<file path="src/rtl/rptr_empty_if.sv">
// Read-side FIFO pointer bundle: read request/status toward the read port
// and the synchronized write pointer coming from the write domain.
interface rptr_empty_if #(
    parameter int unsigned ADDR_SIZE = 4
);
    logic                 rd_inc;
    logic [ADDR_SIZE:0]   rdq2_wptr;
    logic                 rd_err_clr;
    logic [ADDR_SIZE-1:0] rd_addr;
    logic [ADDR_SIZE:0]   rd_ptr;
    logic                 rd_empty;
    logic                 rd_aempty;
    logic [ADDR_SIZE:0]   rd_level;
    logic                 rd_underflow;

    modport master (
        output rd_inc, rdq2_wptr, rd_err_clr,
        input  rd_addr, rd_ptr, rd_empty, rd_aempty, rd_level, rd_underflow
    );

    modport slave (
        input  rd_inc, rdq2_wptr, rd_err_clr,
        output rd_addr, rd_ptr, rd_empty, rd_aempty, rd_level, rd_underflow
    );
endinterface

</file>
<file path="src/rtl/rptr_empty.sv">
// Async FIFO read-side pointer: binary/Gray read pointer, registered empty,
// almost-empty, occupancy level and sticky underflow, all in the rd_clk domain.
module rptr_empty #(
    parameter int unsigned ADDR_SIZE     = 4,
    parameter int unsigned AEMPTY_THRESH = 2
) (
    input  logic        rd_clk,
    input  logic        rd_rstn,
    rptr_empty_if.slave bus
);
    localparam int unsigned   PW     = ADDR_SIZE + 1;
    localparam logic [PW-1:0] THRESH = PW'(AEMPTY_THRESH);

    logic [PW-1:0] rd_bin;
    logic [PW-1:0] rd_gray;
    logic [PW-1:0] rd_level_q;
    logic          rd_empty_q;
    logic          rd_aempty_q;
    logic          rd_underflow_q;

    logic          rd_accept_c;
    logic [PW-1:0] rd_binnext;
    logic [PW-1:0] rd_graynext;
    logic [PW-1:0] wbin;
    logic [PW-1:0] level_next;
    logic          empty_val;
    logic          aempty_val;
    logic          underflow_next;

    // Next pointer: only reads that arrive while non-empty advance it.
    assign rd_accept_c = bus.rd_inc & ~rd_empty_q;
    assign rd_binnext  = rd_bin + PW'(rd_accept_c);
    assign rd_graynext = (rd_binnext >> 1) ^ rd_binnext;

    // Gray-to-binary of the synchronized write pointer: each bit is the
    // parity of all Gray bits at or above it.
    always_comb begin
        wbin = '0;
        for (int i = 0; i < int'(PW); i++) begin
            wbin[i] = ^(bus.rdq2_wptr >> i);
        end
    end

    assign level_next     = wbin - rd_binnext;
    assign empty_val      = (rd_graynext == bus.rdq2_wptr);
    assign aempty_val     = (level_next <= THRESH);
    assign underflow_next = (bus.rd_inc & rd_empty_q) | (rd_underflow_q & ~bus.rd_err_clr);

    always_ff @(posedge rd_clk or negedge rd_rstn) begin
        if (!rd_rstn) begin
            rd_bin         <= '0;
            rd_gray        <= '0;
            rd_empty_q     <= 1'b1;
            rd_aempty_q    <= 1'b1;
            rd_level_q     <= '0;
            rd_underflow_q <= 1'b0;
        end else begin
            rd_bin         <= rd_binnext;
            rd_gray        <= rd_graynext;
            rd_empty_q     <= empty_val;
            rd_aempty_q    <= aempty_val;
            rd_level_q     <= level_next;
            rd_underflow_q <= underflow_next;
        end
    end

    assign bus.rd_addr      = rd_bin[ADDR_SIZE-1:0];
    assign bus.rd_ptr       = rd_gray;
    assign bus.rd_empty     = rd_empty_q;
    assign bus.rd_aempty    = rd_aempty_q;
    assign bus.rd_level     = rd_level_q;
    assign bus.rd_underflow = rd_underflow_q;
endmodule

</file>
<file path="src/flat_wrapper.sv">
// flat-port wrapper written by rule: the top's interface ports become plain ports
module rptr_empty_flat 
#(
    parameter int unsigned ADDR_SIZE     = 4,
    parameter int unsigned AEMPTY_THRESH = 2
)
  (rd_clk, rd_rstn, bus_rd_inc, bus_rdq2_wptr, bus_rd_err_clr, bus_rd_addr, bus_rd_ptr, bus_rd_empty, bus_rd_aempty, bus_rd_level, bus_rd_underflow);
  rptr_empty_if #(.ADDR_SIZE(ADDR_SIZE)) bus_i ();
  input  logic rd_clk;
  input  logic rd_rstn;
  input wire logic [$bits(bus_i.rd_inc)-1:0] bus_rd_inc;
  input wire logic [$bits(bus_i.rdq2_wptr)-1:0] bus_rdq2_wptr;
  input wire logic [$bits(bus_i.rd_err_clr)-1:0] bus_rd_err_clr;
  output wire logic [$bits(bus_i.rd_addr)-1:0] bus_rd_addr;
  output wire logic [$bits(bus_i.rd_ptr)-1:0] bus_rd_ptr;
  output wire logic [$bits(bus_i.rd_empty)-1:0] bus_rd_empty;
  output wire logic [$bits(bus_i.rd_aempty)-1:0] bus_rd_aempty;
  output wire logic [$bits(bus_i.rd_level)-1:0] bus_rd_level;
  output wire logic [$bits(bus_i.rd_underflow)-1:0] bus_rd_underflow;
  assign bus_i.rd_inc = bus_rd_inc;
  assign bus_i.rdq2_wptr = bus_rdq2_wptr;
  assign bus_i.rd_err_clr = bus_rd_err_clr;
  assign bus_rd_addr = bus_i.rd_addr;
  assign bus_rd_ptr = bus_i.rd_ptr;
  assign bus_rd_empty = bus_i.rd_empty;
  assign bus_rd_aempty = bus_i.rd_aempty;
  assign bus_rd_level = bus_i.rd_level;
  assign bus_rd_underflow = bus_i.rd_underflow;
  rptr_empty #(.ADDR_SIZE(ADDR_SIZE), .AEMPTY_THRESH(AEMPTY_THRESH)) u_core (.rd_clk(rd_clk), .rd_rstn(rd_rstn), .bus(bus_i));
endmodule
</file>
<file path="config.mk">
export PLATFORM = sky130hd
export DESIGN_NAME = rptr_empty_flat
export DESIGN_NICKNAME = d
export VERILOG_FILES = /design/src/rtl/rptr_empty_if.sv /design/src/rtl/rptr_empty.sv /design/src/flat_wrapper.sv
export SDC_FILE = /design/constraint.sdc
export NUM_CORES = 1
export LEC_CHECK = 0
export ABC_AREA = 1
export BUFFER_PORTS_ARGS = -buffer_cell sky130_fd_sc_hd__buf_2
export CORE_UTILIZATION = 51
export DETAILED_ROUTE_END_ITERATION = 8
export PLACE_DENSITY = 0.77
export SYNTH_ARGS = -nofsm -noshare
export SYNTH_HDL_FRONTEND = slang
export SYNTH_SLANG_ARGS = --single-unit
export TNS_END_PERCENT = 5
</file>
<file path="constraint.sdc">
create_clock -name rd_clk -period 2.5 [get_ports rd_clk]
set_input_delay 0.5 -clock rd_clk [delete_from_list [all_inputs] [get_ports rd_clk]]
set_output_delay 0.5 -clock rd_clk [all_outputs]
set_load 0.005 [all_outputs]
</file>
==> results of run 1 <==
metrics by stage:
| step | total power, mW | setup WS [ns] |
|---|---|---|
| floorplan | 1.156 | 0.4307 |
| global placement | 1.414 | 0.2437 |
| detailed placement | 1.433 | 0.2021 |
| CTS | 1.575 | 0.2998 |
| global route | 1.737 | 0.1356 |
| finish | 1.562 | 0.2986 |
worst max path at each step:
stage / from / slack (ns) / depth (start not counted) / endpoint
floorplan: u_core.bus.rd_empty / 0.43 / 13 / u_core.bus.rd_aempty
global placement: bus_rd_inc / 0.24 / 15 / u_core.bus.rd_aempty
detailed placement: bus_rd_inc / 0.20 / 15 / u_core.bus.rd_aempty
CTS: u_core.bus.rd_empty / 0.30 / 13 / u_core.bus.rd_aempty
global route: u_core.bus.rd_empty / 0.14 / 13 / u_core.bus.rd_aempty
finish: u_core.bus.rd_empty / 0.30 / 15 / u_core.bus.rd_aempty
power by group through the flow:
stage	logic (mW)	registers, mW	clock network [mW]
2_1_floorplan	0.638	0.518	0
3_3_place_gp	0.922	0.492	0
3_5_place_dp	0.931	0.502	0
4_1_cts	0.936	0.496	0.143
5_1_grt	1.07	0.509	0.155
6_report	0.931	0.494	0.137
cell usage in the layout (no fill, tap or decap), types with 2 or more instances in the layout:
cell type and instances:
buf_2 25, ha_1 5, nand2_1 35, nand2_2 7
inv_1 21, xor2_1 9, nor2_1 5, dfrtp_1 15
nand3_1 14, clkbuf_4 3, nor2_2 2, dfstp_2 2
cells by family (layout without fill, tap and decap cells):
| kind of cell | after synthesis | after routing | share of synthesized area |
|---|---|---|---|
| AOI/OAI and AO/OA | 2 | 2 | 0.009941 |
| xor gates and xnor gates | 11 | 11 | 0.1219 |
| adders and majority gates | 5 | 5 | 0.06219 |
| buffers and inverters | 22 | 52 | 0.08209 |
| DFF | 17 | 17 | 0.4254 |
| and+or+nand+nor | 66 | 66 | 0.2985 |
cell type report:
cell class / count / area share
inverter: 22 / 0.06897
clock buffer: 3 / 0.01881
timing repair buffer: 26 / 0.1108
multi-input combinational: 84 / 0.4138
tap: 25 / 0.02612
sequential: 17 / 0.3574
clock inverter: 1 / 0.004180
routing by layer:
metal	share of wire	track usage	vias up	wire, um
li1	-	-	436	-
met1	0.48	0.2269	365	799
met2	0.49	0.2806	17	814
met3	0.026	0.01176	2	43
met4	0.0066	0.1059	0	11
met5	0	0	-	0
cells in the mapped netlist:
cell type	number
nand3_2	1
inv_2	1
a21oi_1	1
o21ai_0	1
dfstp_2	2
inv_1	21
dfrtp_1	15
ha_1	5
nor2_1	5
xor2_1	9
nand4_1	1
nand3b_1	1
xnor2_4	1
nand2_2	7
xor2_2	1
nand2_1	35
nor2_2	2
nand3_1	14
flip-flops by register name, indices dropped and copies added (netlist names):
name                     flops
u_core.bus.rd_level          5
u_core.rd_bin                5
u_core.bus.rd_ptr            4
u_core.bus.rd_aempty         1
u_core.bus.rd_empty          1
u_core.bus.rd_underflow      1
==> results.cfg, run 1 <==
[timing]
skew_ns = 0.005772
worstMarginPinSlew_ns = 0.3490
min_period_over_period = 0.8806
slew_viol_final = 0
fin_tns_setup_ns = 0
rsz0062_at_grt = false
fmax_ghz = 0.4543
setup_viol = 0
whs_ns = 0.1103
fin_crit_ns = 2.201
hold_viol_final = 0
max_slew_margin = 0.7673

[cells_and_area]
nets = 168
stdcell_count = 178
regArea_um2 = 427.9
drive_gt1_frac = 0.2941
diodes = 0
area_delta_synth_final_pct = 19.03
final_area_um2 = 1197
multiInputGateArea_um2 = 495.5
n_fill_cell = 155
finish.utilization = 0.6716

[pwr]
p_int_uw = 882.1
leakagePower_nw = 0.6995
cellPowerDensity_nw_per_um2 = 1305
switching_power_uw = 680.1
pwr-share-comb = 0.596
p_sw_frac = 0.4353
ir_drop_mv = 0.7164
p_clk_frac = 0.088
p_seq_frac = 0.316

[critical_path]
worst-path-buf-inv = 3
endpoint_kind = flop
cp_max_fo = 6
cp_slowest_cell = dfstp_2
path_delay_family = adder cells
crit_chain = nor2_1 -> ha_1 -> ha_1 -> inv_1 -> nand2_1 -> nand2_2 -> inv_1 -> ha_1 -> nand3_1 -> nand2_1 -> inv_1 -> nand2_1 -> nand2_1 -> nand3_1 -> nor2_2
arrival_ns = 2.43
r2r_setup_slack_ns = 0.30
r2r-end = u_core.bus.rd_aempty
crit_type = flop to flop
timing.rr.start = u_core.bus.rd_empty
crit_top_cell = nand2_1
worst_ep_required_time_ns = 2.73
worstSetupStartpointType = flop
max_stage_delay_ns = 0.55
r2r_cells = 15

[placement]
gp_congestion = 0.8207
post_dp_cell_area_um2 = 1170
io_buffer_count = 25
place_inst = 174
dp_hpwl_mm = 1.386

[clock_tree]
postCtsHoldBufs = 0
cts_post_setup_buffers_inserted = 0
clock_latency_ns = 0.28
cts.sinks = 17
clockBufferDepth = 2
cts_resized = 0
htree_levels = 1
root_buffer = clkbuf_4
tritoncts = built
path_clk_slew_ns = 0.09
cts_buffers = 3

[routing]
drc = 0
post_drt_wl_per_cell_um = 9.371
avgViaCountPerCell = 4.607
first_pass_iters = 3
drt_iter0_markers = 10
vias = 820
routed_wl_mm = 1.668
ant_nets = 0

[floorplanning]
pin_count = 26
num_rows = 15
initial_utilization = 0.5642
die_width_um = 46.41
core_um2 = 1783
die-area_um2 = 2154
die_h_um = 46.41

[global_routing]
grt_pass1_wl_mm = 2.573
grt_start_max_net_pins = 18
grt_usage = 0.1744
grt_pass1_vias = 666
antenna_found_initial = 0
grt_overflow = 0

[job]
maxCapViolCount = 0

[worst_hold_path]
min-delay-path-class = input port to asynchronous set/reset pin

[synthesis]
synthCells = 123
postSynthAreaPerCell_um2 = 8.179
ys_ff_latch = 17
ys_types = 18
syn_area_um2 = 1006
synth-seq-area-share = 0.4254
synthTopCellsByArea = dfrtp_1 37%, nand2_1 13%, inv_1 7.8%, xor2_1 7.8%, nand3_1 7.0%
yosys_warnings = 0
synth_nets = 137
yosysTopAreaCell = dfrtp_1
yosysTopAreaCellShare = 0.3731

[status]
status = completed
(Power assumes the default switching activity.)
==> run 2, diff against run 1 <==
--- a/config.mk
+++ b/config.mk
@@ -7,9 +7,9 @@
 export LEC_CHECK = 0
 export ABC_AREA = 1
 export BUFFER_PORTS_ARGS = -buffer_cell sky130_fd_sc_hd__buf_2
-export CORE_UTILIZATION = 51
+export CORE_UTILIZATION = 45
 export DETAILED_ROUTE_END_ITERATION = 8
-export PLACE_DENSITY = 0.77
+export PLACE_DENSITY = 0.7
 export SYNTH_ARGS = -nofsm -noshare
 export SYNTH_HDL_FRONTEND = slang
 export SYNTH_SLANG_ARGS = --single-unit
==> results.cfg, run 2 (same netlist as run 1, synthesis figures left out) <==
[placement]
io_buffer_count = 25
gp_congestion = 0.8010
post_dp_cell_area_um2 = 1165
dp_hpwl_mm = 1.516

[timing]
skew_ns = 0.002602
rsz0062_at_grt = false
slew_viol_final = 0
setup_viol = 0
fmax_ghz = 0.4416
max_slew_margin = 0.7634
whs_ns = 0.1140
fin_crit_ns = 2.265
fin_tns_setup_ns = 0
min_period_over_period = 0.9059
hold_viol_final = 0
worstMarginPinSlew_ns = 0.3549

[critical_path]
max_stage_delay_ns = 0.55
r2r_setup_slack_ns = 0.24
worst-path-buf-inv = 2
cp_max_fo = 5
arrival_ns = 2.49
crit_chain = nor2_1 -> ha_1 -> ha_1 -> nand3_1 -> nand2_1 -> inv_1 -> ha_1 -> inv_1 -> nand2_1 -> nand2_1 -> nand2_1 -> nor2_1 -> nand3_1 -> nor2_2
crit_start = u_core.bus.rd_empty
timing.rr.start = u_core.bus.rd_empty
cp_slowest_cell = dfstp_2
crit_top_cell = nand2_1
endpoint_kind = flop
path_delay_family = adder cells
crit_type = flop to flop
worst_ep_required_time_ns = 2.72
worstSetupStartpointType = flop

[worst_hold_path]
min-delay-path-class = input port to asynchronous set/reset pin

[cells_and_area]
drive_gt1_frac = 0.2895
area_delta_synth_final_pct = 19.03
final_common_cell = nand2_1
finish.utilization = 0.5922
nets = 167
diodes = 0
final_area_um2 = 1197
most-common-layout-cells = 35 x nand2_1, 25 x buf_2, 21 x inv_1

[floorplanning]
die_width_um = 49.28
die_h_um = 49.28
die-area_um2 = 2429
initial_utilization = 0.4975
num_rows = 16
pin_count = 26
core_um2 = 2022

[global_routing]
grt_pass1_wl_mm = 3.132
grt_usage = 0.1739
grt_pass1_vias = 743
grt_start_max_net_pins = 18
antenna_found_initial = 0
grt_overflow = 0

[routing]
drt_iter0_markers = 7
routed_wl_mm = 1.794
post_drt_wl_per_cell_um = 10.02
ant_nets = 0
drc = 0
avgViaCountPerCell = 4.598
first_pass_iters = 4
vias = 823

[clock_tree]
clockBufferDepth = 2
cts.sinks = 17
cts_post_setup_buffers_inserted = 0
clock_latency_ns = 0.28
root_buffer = clkbuf_4
path_clk_slew_ns = 0.09
tritoncts = built
cts_buffers = 3
cts_resized = 0
htree_levels = 1
postCtsHoldBufs = 0

[pwr]
leakagePower_nw = 0.6960
total_power_mw = 1.554
cellPowerDensity_nw_per_um2 = 1298
ir_drop_mv = 0.4886

[status]
status = completed

[job]
maxCapViolCount = 0
run 2: changes by cell type in the layout (fill, tap and decap cells not counted):
cell and change:
nand2_4 +1, nand2_2 -1, buf_4 -1
run 2: power by group:
part,switching (mW),internal (mW)
sequential,0.0690,0.424
clock,0.0778,0.0593
combinational,0.537,0.387
run 2: area by class of cell:
class                      count  area, um^2
clock inverter                 1       5.005
inverter                      22       82.58
tap                           27       33.78
multi-input combinational     84       500.5
fill                         186       824.5
sequential                    17       427.9
clock buffer                   3       22.52
timing repair buffer          25       125.1
run 2: path summary, 6_finish.rpt:
path / depth (start not counted) / end
setup / recovery: 14 / u_core.bus.rd_aempty
hold / removal: 1 / u_core.bus.rd_ptr[0]
setup reg to reg: 14 / u_core.bus.rd_aempty
hold reg to reg: 2 / u_core.bus.rd_underflow
max in group asynchronous: 1 / u_core.bus.rd_aempty
min in group rd_clk: 2 / u_core.bus.rd_underflow
run 2: per-stage QoR:
stage	cells	setup slack (ns)
floorplan	123	0.4307
global placement	175	0.1902
detailed placement	175	0.1059
CTS	179	0.1940
global route	179	0.003901
finish	179	0.2353
run 2: per-layer routing:
layer	routed length, um	GRT usage	share of wire
met2	905	0.2968	0.50
met3	84	0.02804	0.047
met1	768	0.2032	0.43
met5	0	0	0
met4	36	0.1029	0.020
